## src/rtl/dequant_pkg.sv

```systemverilog
// dequant_pkg: widths, FSM state and width check for dequant_stream (DEQUANT_SHIFT_EN adds a rounding shift)
`ifndef DATA_WIDTH
`define DATA_WIDTH 8
`endif
`ifndef ACC_WIDTH
`define ACC_WIDTH 32
`endif

package dequant_pkg;
  localparam int DATA_WIDTH = `DATA_WIDTH;
  localparam int ACC_WIDTH = `ACC_WIDTH;
  localparam int SCALE_WIDTH = 16;
  localparam int LANES = 4;
  localparam int PROD_WIDTH = DATA_WIDTH + 1 + SCALE_WIDTH;
  localparam int CNT_WIDTH = $clog2(LANES);
  typedef enum logic {IDLE, EMIT} state_t;
  function automatic logic width_ok(input int acc, input int data, input int scl, input int lanes);
    return acc >= data + 1 + scl && lanes >= 2;
  endfunction
endpackage

```

## src/rtl/dequant_lane.sv

```systemverilog
// dequant_lane: (x - zp) * scale with optional round-half-up shift (DEQUANT_SHIFT_EN), sign-extended to ACC_WIDTH
module dequant_lane
  import dequant_pkg::*;
(
  input  logic [DATA_WIDTH-1:0]  x,
  input  logic [DATA_WIDTH-1:0]  zp,
  input  logic [SCALE_WIDTH-1:0] scale,
`ifdef DEQUANT_SHIFT_EN
  input  logic [4:0]             shift,
`endif
  output logic [ACC_WIDTH-1:0]   y
);
  logic signed [DATA_WIDTH:0] d;
  logic signed [PROD_WIDTH-1:0] p;
  assign d = (DATA_WIDTH+1)'($signed(x)) - (DATA_WIDTH+1)'($signed(zp));
  assign p = PROD_WIDTH'(d) * PROD_WIDTH'($signed(scale));
`ifdef DEQUANT_SHIFT_EN
  logic signed [PROD_WIDTH:0] rnd, r;
  assign rnd = shift == 5'd0 ? '0 : (PROD_WIDTH+1)'(1) << (shift - 5'd1);
  assign r = (PROD_WIDTH+1)'(p) + rnd;
  assign y = ACC_WIDTH'(r >>> shift);
`else
  assign y = ACC_WIDTH'(p);
`endif
endmodule

```

## src/rtl/dequant_stream.sv

```systemverilog
// dequant_stream: serialises LANES quantized lanes into dequantized ACC_WIDTH values (DEQUANT_SHIFT_EN adds shift port)
module dequant_stream
  import dequant_pkg::*;
(
  input  logic                          clk,
  input  logic                          rst,
  input  logic                          s_valid,
  output logic                          s_ready,
  input  logic [LANES*DATA_WIDTH-1:0]   s_data,
  input  logic                          s_last,
  input  logic [DATA_WIDTH-1:0]         zero_point,
  input  logic [SCALE_WIDTH-1:0]        scale,
`ifdef DEQUANT_SHIFT_EN
  input  logic [4:0]                    shift,
`endif
  output logic                          m_valid,
  input  logic                          m_ready,
  output logic [ACC_WIDTH-1:0]          m_data,
  output logic                          m_last
);
  if (!width_ok(ACC_WIDTH, DATA_WIDTH, SCALE_WIDTH, LANES)) begin : g_bad_width
    $error("dequant_stream: ACC_WIDTH too narrow or LANES < 2");
  end
  state_t state;
  logic [CNT_WIDTH-1:0] cnt;
  logic [LANES*DATA_WIDTH-1:0] word;
  logic [DATA_WIDTH-1:0] zp_r;
  logic [SCALE_WIDTH-1:0] scale_r;
  logic last_r, fin;
`ifdef DEQUANT_SHIFT_EN
  logic [4:0] shift_r;
`endif
  assign fin = cnt == CNT_WIDTH'(LANES - 1);
  assign m_valid = state == EMIT;
  assign m_last = m_valid && fin && last_r;
  // final-lane handshake and reload share a cycle so consecutive words have no bubble
  assign s_ready = !rst && (state == IDLE || (fin && m_ready));
  always_ff @(posedge clk) begin
    if (rst) begin
      state <= IDLE;
      cnt <= '0;
      word <= '0;
      zp_r <= '0;
      scale_r <= '0;
      last_r <= 1'b0;
`ifdef DEQUANT_SHIFT_EN
      shift_r <= '0;
`endif
    end else if (s_valid && s_ready) begin
      state <= EMIT;
      cnt <= '0;
      word <= s_data;
      zp_r <= zero_point;
      scale_r <= scale;
      last_r <= s_last;
`ifdef DEQUANT_SHIFT_EN
      shift_r <= shift;
`endif
    end else if (state == EMIT && m_ready) begin
      if (fin) state <= IDLE;
      else cnt <= cnt + CNT_WIDTH'(1);
    end
  end
  dequant_lane u_lane (
    .x     (word[DATA_WIDTH*cnt +: DATA_WIDTH]),
    .zp    (zp_r),
    .scale (scale_r),
`ifdef DEQUANT_SHIFT_EN
    .shift (shift_r),
`endif
    .y     (m_data)
  );
endmodule

```

## config.mk

```make
export PLATFORM = sky130hd
export DESIGN_NAME = dequant_stream
export DESIGN_NICKNAME = d
export VERILOG_FILES = /design/src/rtl/dequant_pkg.sv /design/src/rtl/dequant_lane.sv /design/src/rtl/dequant_stream.sv
export SDC_FILE = /design/constraint.sdc
export NUM_CORES = 1
export LEC_CHECK = 0
export BUFFER_PORTS_ARGS = -buffer_cell sky130_fd_sc_hd__buf_2
export CELL_PAD_IN_SITES_DETAIL_PLACEMENT = 1
export CELL_PAD_IN_SITES_GLOBAL_PLACEMENT = 2
export CORE_AREA = 2 2 136 152
export DETAILED_ROUTE_END_ITERATION = 8
export DIE_AREA = 0 0 138 154
export PLACE_DENSITY_LB_ADDON = 0.1
export SETUP_SLACK_MARGIN = 0.1
export SLEW_MARGIN = 5
export SYNTH_ARGS = -nofsm -noshare
export SYNTH_HDL_FRONTEND = slang
export SYNTH_SLANG_ARGS = --single-unit
```

## constraint.sdc

```tcl
create_clock -name clk -period 12.9 [get_ports clk]
set_clock_uncertainty 0.1 [all_clocks]
set_input_delay 1.29 -clock clk [delete_from_list [all_inputs] [get_ports clk]]
set_output_delay 1.29 -clock clk [all_outputs]
set_load 0.02 [all_outputs]
```

==> results.cfg, run 1 <==
[run_status]
status = finished, final reports clean

[finish]
drive_above_1_share = 0.1475
fillers = 2320
syn_to_final_growth_pct = 12.32
diodes = 0
nNetsFinal = 1160
final_cells = 1174

[sta]
tightest_slew_ns = 1.238
rsz0062_at_grt = false
layout_min_cycle_time_ns = 9.888
final.period_utilization = 0.7665
relSlewSlack = 0.1717
finalHoldViolCount = 0
fmax_ghz = 0.1011
final_max_slew_viol_count = 0
setup_viol = 0
setup-tns-final_ns = 0

[clock_network]
cts_htree_levels = 3
cts_tree = built
post_cts_resize_count = 0
cts-root-buf = clkbuf_16
cts_setup_buffers = 0
clk_path_buf_depth = 2
clock-sinks = 60
hold_buffers = 0
clk_latency_ns = 0.34
clkSlewWorstSetupHoldPaths_ns = 0.06
cts-buffers-inserted = 9

[critical_path]
slowest_delay_ns = 0.83
path_common_cell = fa_1
path_buf_inv = 5
crit_type = reg2out
crit_family = adder cells
critPathCaptureType = output pin
critPathSlowestCell = xnor2_1
cp_max_fo = 16
critPathLaunchType = flip-flop
cp.arrival_ns = 8.50
critPathRequiredTime_ns = 11.51

[synthesis]
post_synth_inst_count = 849
synth-async-reset-ratio = 0
synth_area_um2 = 7777
synth.top_cell.area_share = 0.3089
syn_area_per_cell_um2 = 9.161
synthTopCellsByCount = 120 x fa_1, 101 x inv_1, 93 x nand2_1, 82 x nand2b_1, 62 x ha_1
yosys_warnings = 0
syn-num-nets = 1092
synthTopCellsByArea = fa_1 31%, dfxtp_1 15%, ha_1 10%
synth_edf_count = 0
seq_area_frac_synth = 0.1544
synth_top_cell_by_area = fa_1
synth_top_flop_cell = dfxtp_1
synth_most_common_cell = fa_1
ys_types = 55
ys_seq_elements = 60

[power_and_ir_drop]
p_sw_frac = 0.5232
vdd_drop_max_mv = 0.2974
p_seq_frac = 0.100
p_comb_frac = 0.779
clkPwrFrac = 0.121
power.density_nw_per_um2 = 247.2
p_int_w = 0.001029
power_leakage_nw = 4.166
switching_power_w = 0.001130

[global_route]
grt_usage = 0.1896
grt_pass1_vias = 6712
grt_max_degree = 117
antenna_found_initial = 0
overflow = 0
grt_first_pass_wirelength_um = 32990

[die]
die_y_um = 154
rows = 54
dieArea_um2 = 21250
die_w_um = 138
initial_core_util = 0.3969
coreArea_um2 = 19590
ios = 96

[routing]
drc_errors = 0
drt-total-wl_um = 19620
routedWlPerCell_um = 16.72
vias_per_cell = 5.052
dr.pass1.iters = 4
vias = 5931
drtIter0Drc = 191
ant_nets = 0

[hold_path]
min_path_type = reg2reg

[placed_design]
place_congestion = 0.8325
dpl.hpwl_um = 15940
place_inst = 1158
portBuffers = 95

[job]
max_cap_viol_count = 0
-- power by group through the flow --
stage	clock [W]	combinational, W	sequential (W)
after detailed placement	0	0.00170	0.000220
after global placement	0	0.00164	0.000220
after floorplan	0	0.00131	0.000210
after global routing	0.000272	0.00187	0.000218
after CTS	0.000268	0.00171	0.000216
final	0.000261	0.00168	0.000216
-- cell type report --
type / count / area (um^2) / area share
inverters: 101 / 379.1 / 0.04340
flip-flops and latches: 60 / 1201 / 0.1375
clock inverters: 6 / 88.84 / 0.01017
repair buffers: 99 / 505.5 / 0.05786
multi-input cells: 646 / 6017 / 0.6888
well taps: 252 / 315.3 / 0.03609
clock buffers: 10 / 229.0 / 0.02621
-- through the flow --
step	area [um^2]	power [W]	setup WS (ns)	hold slack [ns]	util
2_1_floorplan	7777	0.001524	3.947	0.3448	-
3_3_place_gp	8418	0.001859	3.562	0.3564	0.4296
3_5_place_dp	8418	0.001919	3.283	0.3693	0.4296
4_1_cts	8736	0.002197	2.908	0.3766	0.4458
5_1_grt	8736	0.002363	2.359	0.4003	0.4458
6_report	8736	0.002159	3.012	0.3685	0.4458
-- flip-flops by register name, summed over array words and instances (netlist names) --
name     flops
word        32
scale_r     16
zp_r         8
cnt          2
last_r       1
m_valid      1
-- metal layers --
| metal | vias up | track usage | wire, um | share of wire |
|---|---|---|---|---|
| li1 | 2829 | - | - | - |
| met1 | 3010 | 0.2302 | 8571 | 0.44 |
| met2 | 78 | 0.3607 | 10460 | 0.53 |
| met3 | 14 | 0.02273 | 395 | 0.020 |
| met4 | 0 | 0.03839 | 199 | 0.010 |
| met5 | - | 0 | 0 | 0 |
-- path summary, 6_finish.rpt --
kind / start / slack, ns / end / cells after the start
worst min-delay path: word[23] / 0.37 / word[23] / 2
worst max register to register: cnt[0] / 10.20 / word[8] / 5
worst max-delay path: cnt[0] / 3.01 / m_data[29] / 27
worst min register to register: word[23] / 0.37 / word[23] / 2
-- layout by cell type, fill, tap and decap left out, types with 3 or more instances in the layout --
master,instances
fa_1,120
inv_1,101
buf_2,95
nand2_1,93
nand2b_1,82
ha_1,62
dfxtp_1,60
o21ai_0,59
and2_1,58
nor2_1,25
xnor2_1,19
a21oi_1,18
nor3b_1,14
nor2b_1,9
clkbuf_16,9
mux4_2,8
xor2_1,7
o31ai_1,7
nand3_1,6
o21ai_1,5
or3b_1,4
buf_4,4
a211oi_1,3
and3_1,3
nor3_1,3
or2_2,3
o21bai_1,3
-- worst reg2reg max path, stage by stage (launching register included) --
cell and delay (ns):
dfxtp_1 0.72, ha_1 0.33, a21boi_1 0.10, nor2_1 0.14, and2_4 0.85, o21ai_0 0.30
-- cells by family after synthesis --
family,count (synthesis),share of synthesized area
AND/OR/NAND/NOR,307,0.2122
adder cells (fa/ha/maj),182,0.4086
buffers and inverters,143,0.07320
AO/OA/AOI/OAI,121,0.09668
flip-flops,60,0.1544
XOR/XNOR,27,0.03041
multiplexers,9,0.02445
Power figures use the tool's default switching activity.
==> run 2, diff against run 1 <==
- CORE_AREA: 2 2 136 152 -> 2 2 140 156
- DIE_AREA: 0 0 138 154 -> 0 0 142 158
- clock period: 12.9 -> 10.1 ns (I/O delays scaled with it)
==> results.cfg, run 2 (synthesis results as in run 1) <==
[die]
coreArea_um2 = 20950
dieArea_um2 = 22440
initial_core_util = 0.3712
die_w_um = 142
die_y_um = 158
rows = 56
ios = 96

[sta]
final.period_utilization = 0.9163
relSlewSlack = 0.3098
finalHoldViolCount = 0
final_max_slew_viol_count = 0
setup_viol = 0
setup-tns-final_ns = 0
rsz0062_at_grt = false
fmax_ghz = 0.1081
layout_min_cycle_time_ns = 9.255
setup_ws_ns = 0.8451
tightest_slew_ns = 1.035
fin_hold_ws_ns = 0.3669

[clock_network]
cts_htree_levels = 3
hold_buffers = 0
cts-buffers-inserted = 9
clk_path_buf_depth = 2
cts_tree = built
clkSlewWorstSetupHoldPaths_ns = 0.05
clock-sinks = 60
cts-root-buf = clkbuf_16
clk_latency_ns = 0.33

[critical_path]
cp.arrival_ns = 8.14
cp_max_fo = 16
critPathCaptureType = output pin
slowest_delay_ns = 0.57
critPathLaunchType = flip-flop
critPathSlowestCell = mux4_2
path_common_cell = fa_1
crit_type = reg2out
critPathRequiredTime_ns = 8.99
r2r_cells = 6

[global_route]
grt_pass1_vias = 6520
grt_usage = 0.1799
grt_max_degree = 117
overflow = 0
grt_first_pass_wirelength_um = 32210
antenna_found_initial = 0

[hold_path]
min_path_type = reg2reg
holdPathStages = 2

[placed_design]
portBuffers = 95
place_inst = 1169
dpl.hpwl_um = 15920
place_congestion = 0.8207
place_ws_ns = 0.6077

[run_status]
status = finished, final reports clean

[finish]
reg_top3 = word: 32 flops, scale_r: 16 flops, zp_r: 8 flops
top_register = word
syn_to_final_growth_pct = 12.98
fillers = 2472
utilization = 0.4194
nNetsFinal = 1162
diodes = 0
largest_reg_flops = 32
drive_above_1_share = 0.1504
final_cell_mix = 120 x fa_1, 101 x inv_1, 95 x buf_2
final_cells = 1185
layout_commonest_cell = fa_1

[power_and_ir_drop]
power.density_nw_per_um2 = 315.4
power_leakage_nw = 4.193
vdd_drop_max_mv = 0.3645

[routing]
drtIter0Drc = 226
dr.pass1.iters = 4
ant_nets = 0
vias_per_cell = 4.992
drt-total-wl_um = 19630
vias = 5916
drc_errors = 0
routedWlPerCell_um = 16.56

[job]
max_cap_viol_count = 0
run 2: changes by cell type in the layout (fill, tap and decap cells not counted), sizes merged:
cell,before,now
clkinvlp,2,0
clkinv,2,3
bufinv,2,3
buf,99,101
run 2: where the power goes:
| group | total, W | internal [W] | leakage [nW] | switching, W |
|---|---|---|---|---|
| Clock | 0.000354 | 0.000241 | 0.167 | 0.000113 |
| Sequential | 0.000276 | 0.000253 | 0.494 | 0.0000229 |
| Combinational | 0.00214 | 0.000846 | 3.53 | 0.00129 |
run 2: layout make-up:
class / instances / area (um^2) / area share
repair buffers: 101 / 520.5 / 0.05923
multi-input cells: 646 / 6017 / 0.6847
well taps: 261 / 326.6 / 0.03716
clock inverters: 6 / 112.6 / 0.01282
inverters: 101 / 379.1 / 0.04314
clock buffers: 10 / 229.0 / 0.02606
flip-flops and latches: 60 / 1202 / 0.1368
run 2: worst paths after layout:
path / startpoint / to / slack, ns
worst min-delay path: last_r / last_r / 0.37
worst max-delay path: cnt[0] / m_data[29] / 0.85
worst max register to register: cnt[1] / word[12] / 7.49
worst min register to register: last_r / last_r / 0.37
run 2: worst max-delay path, delay by kind of cell, from the launching register on:
family	cells	cell delay, ns
multiplexers	1	0.57
adder cells (fa/ha/maj)	7	3.19
AND/OR/NAND/NOR	4	0.75
AO/OA/AOI/OAI	9	1.77
buffers and inverters	5	0.60
XOR/XNOR	1	0.41
flip-flops	1	0.53
run 2: through the flow:
step	total power, W	cell area, um^2
after detailed placement	0.002447	8437
final	0.002772	8787
after global routing	0.003055	8787
after CTS	0.002821	8778
after floorplan	0.001946	7777
after global placement	0.002395	8437
run 2: what timing repair did:
action                     CTS  global route
buffers inserted             0             0
setup endpoints to repair    0             8
gates resized for setup      0             1
run 2: routing by layer:
metal	track usage	share of wire	up-vias
met5	0	0	-
met4	0.03190	0.0095	0
li1	-	-	2834
met2	0.3320	0.52	95
met3	0.02299	0.026	15
met1	0.2272	0.44	2972
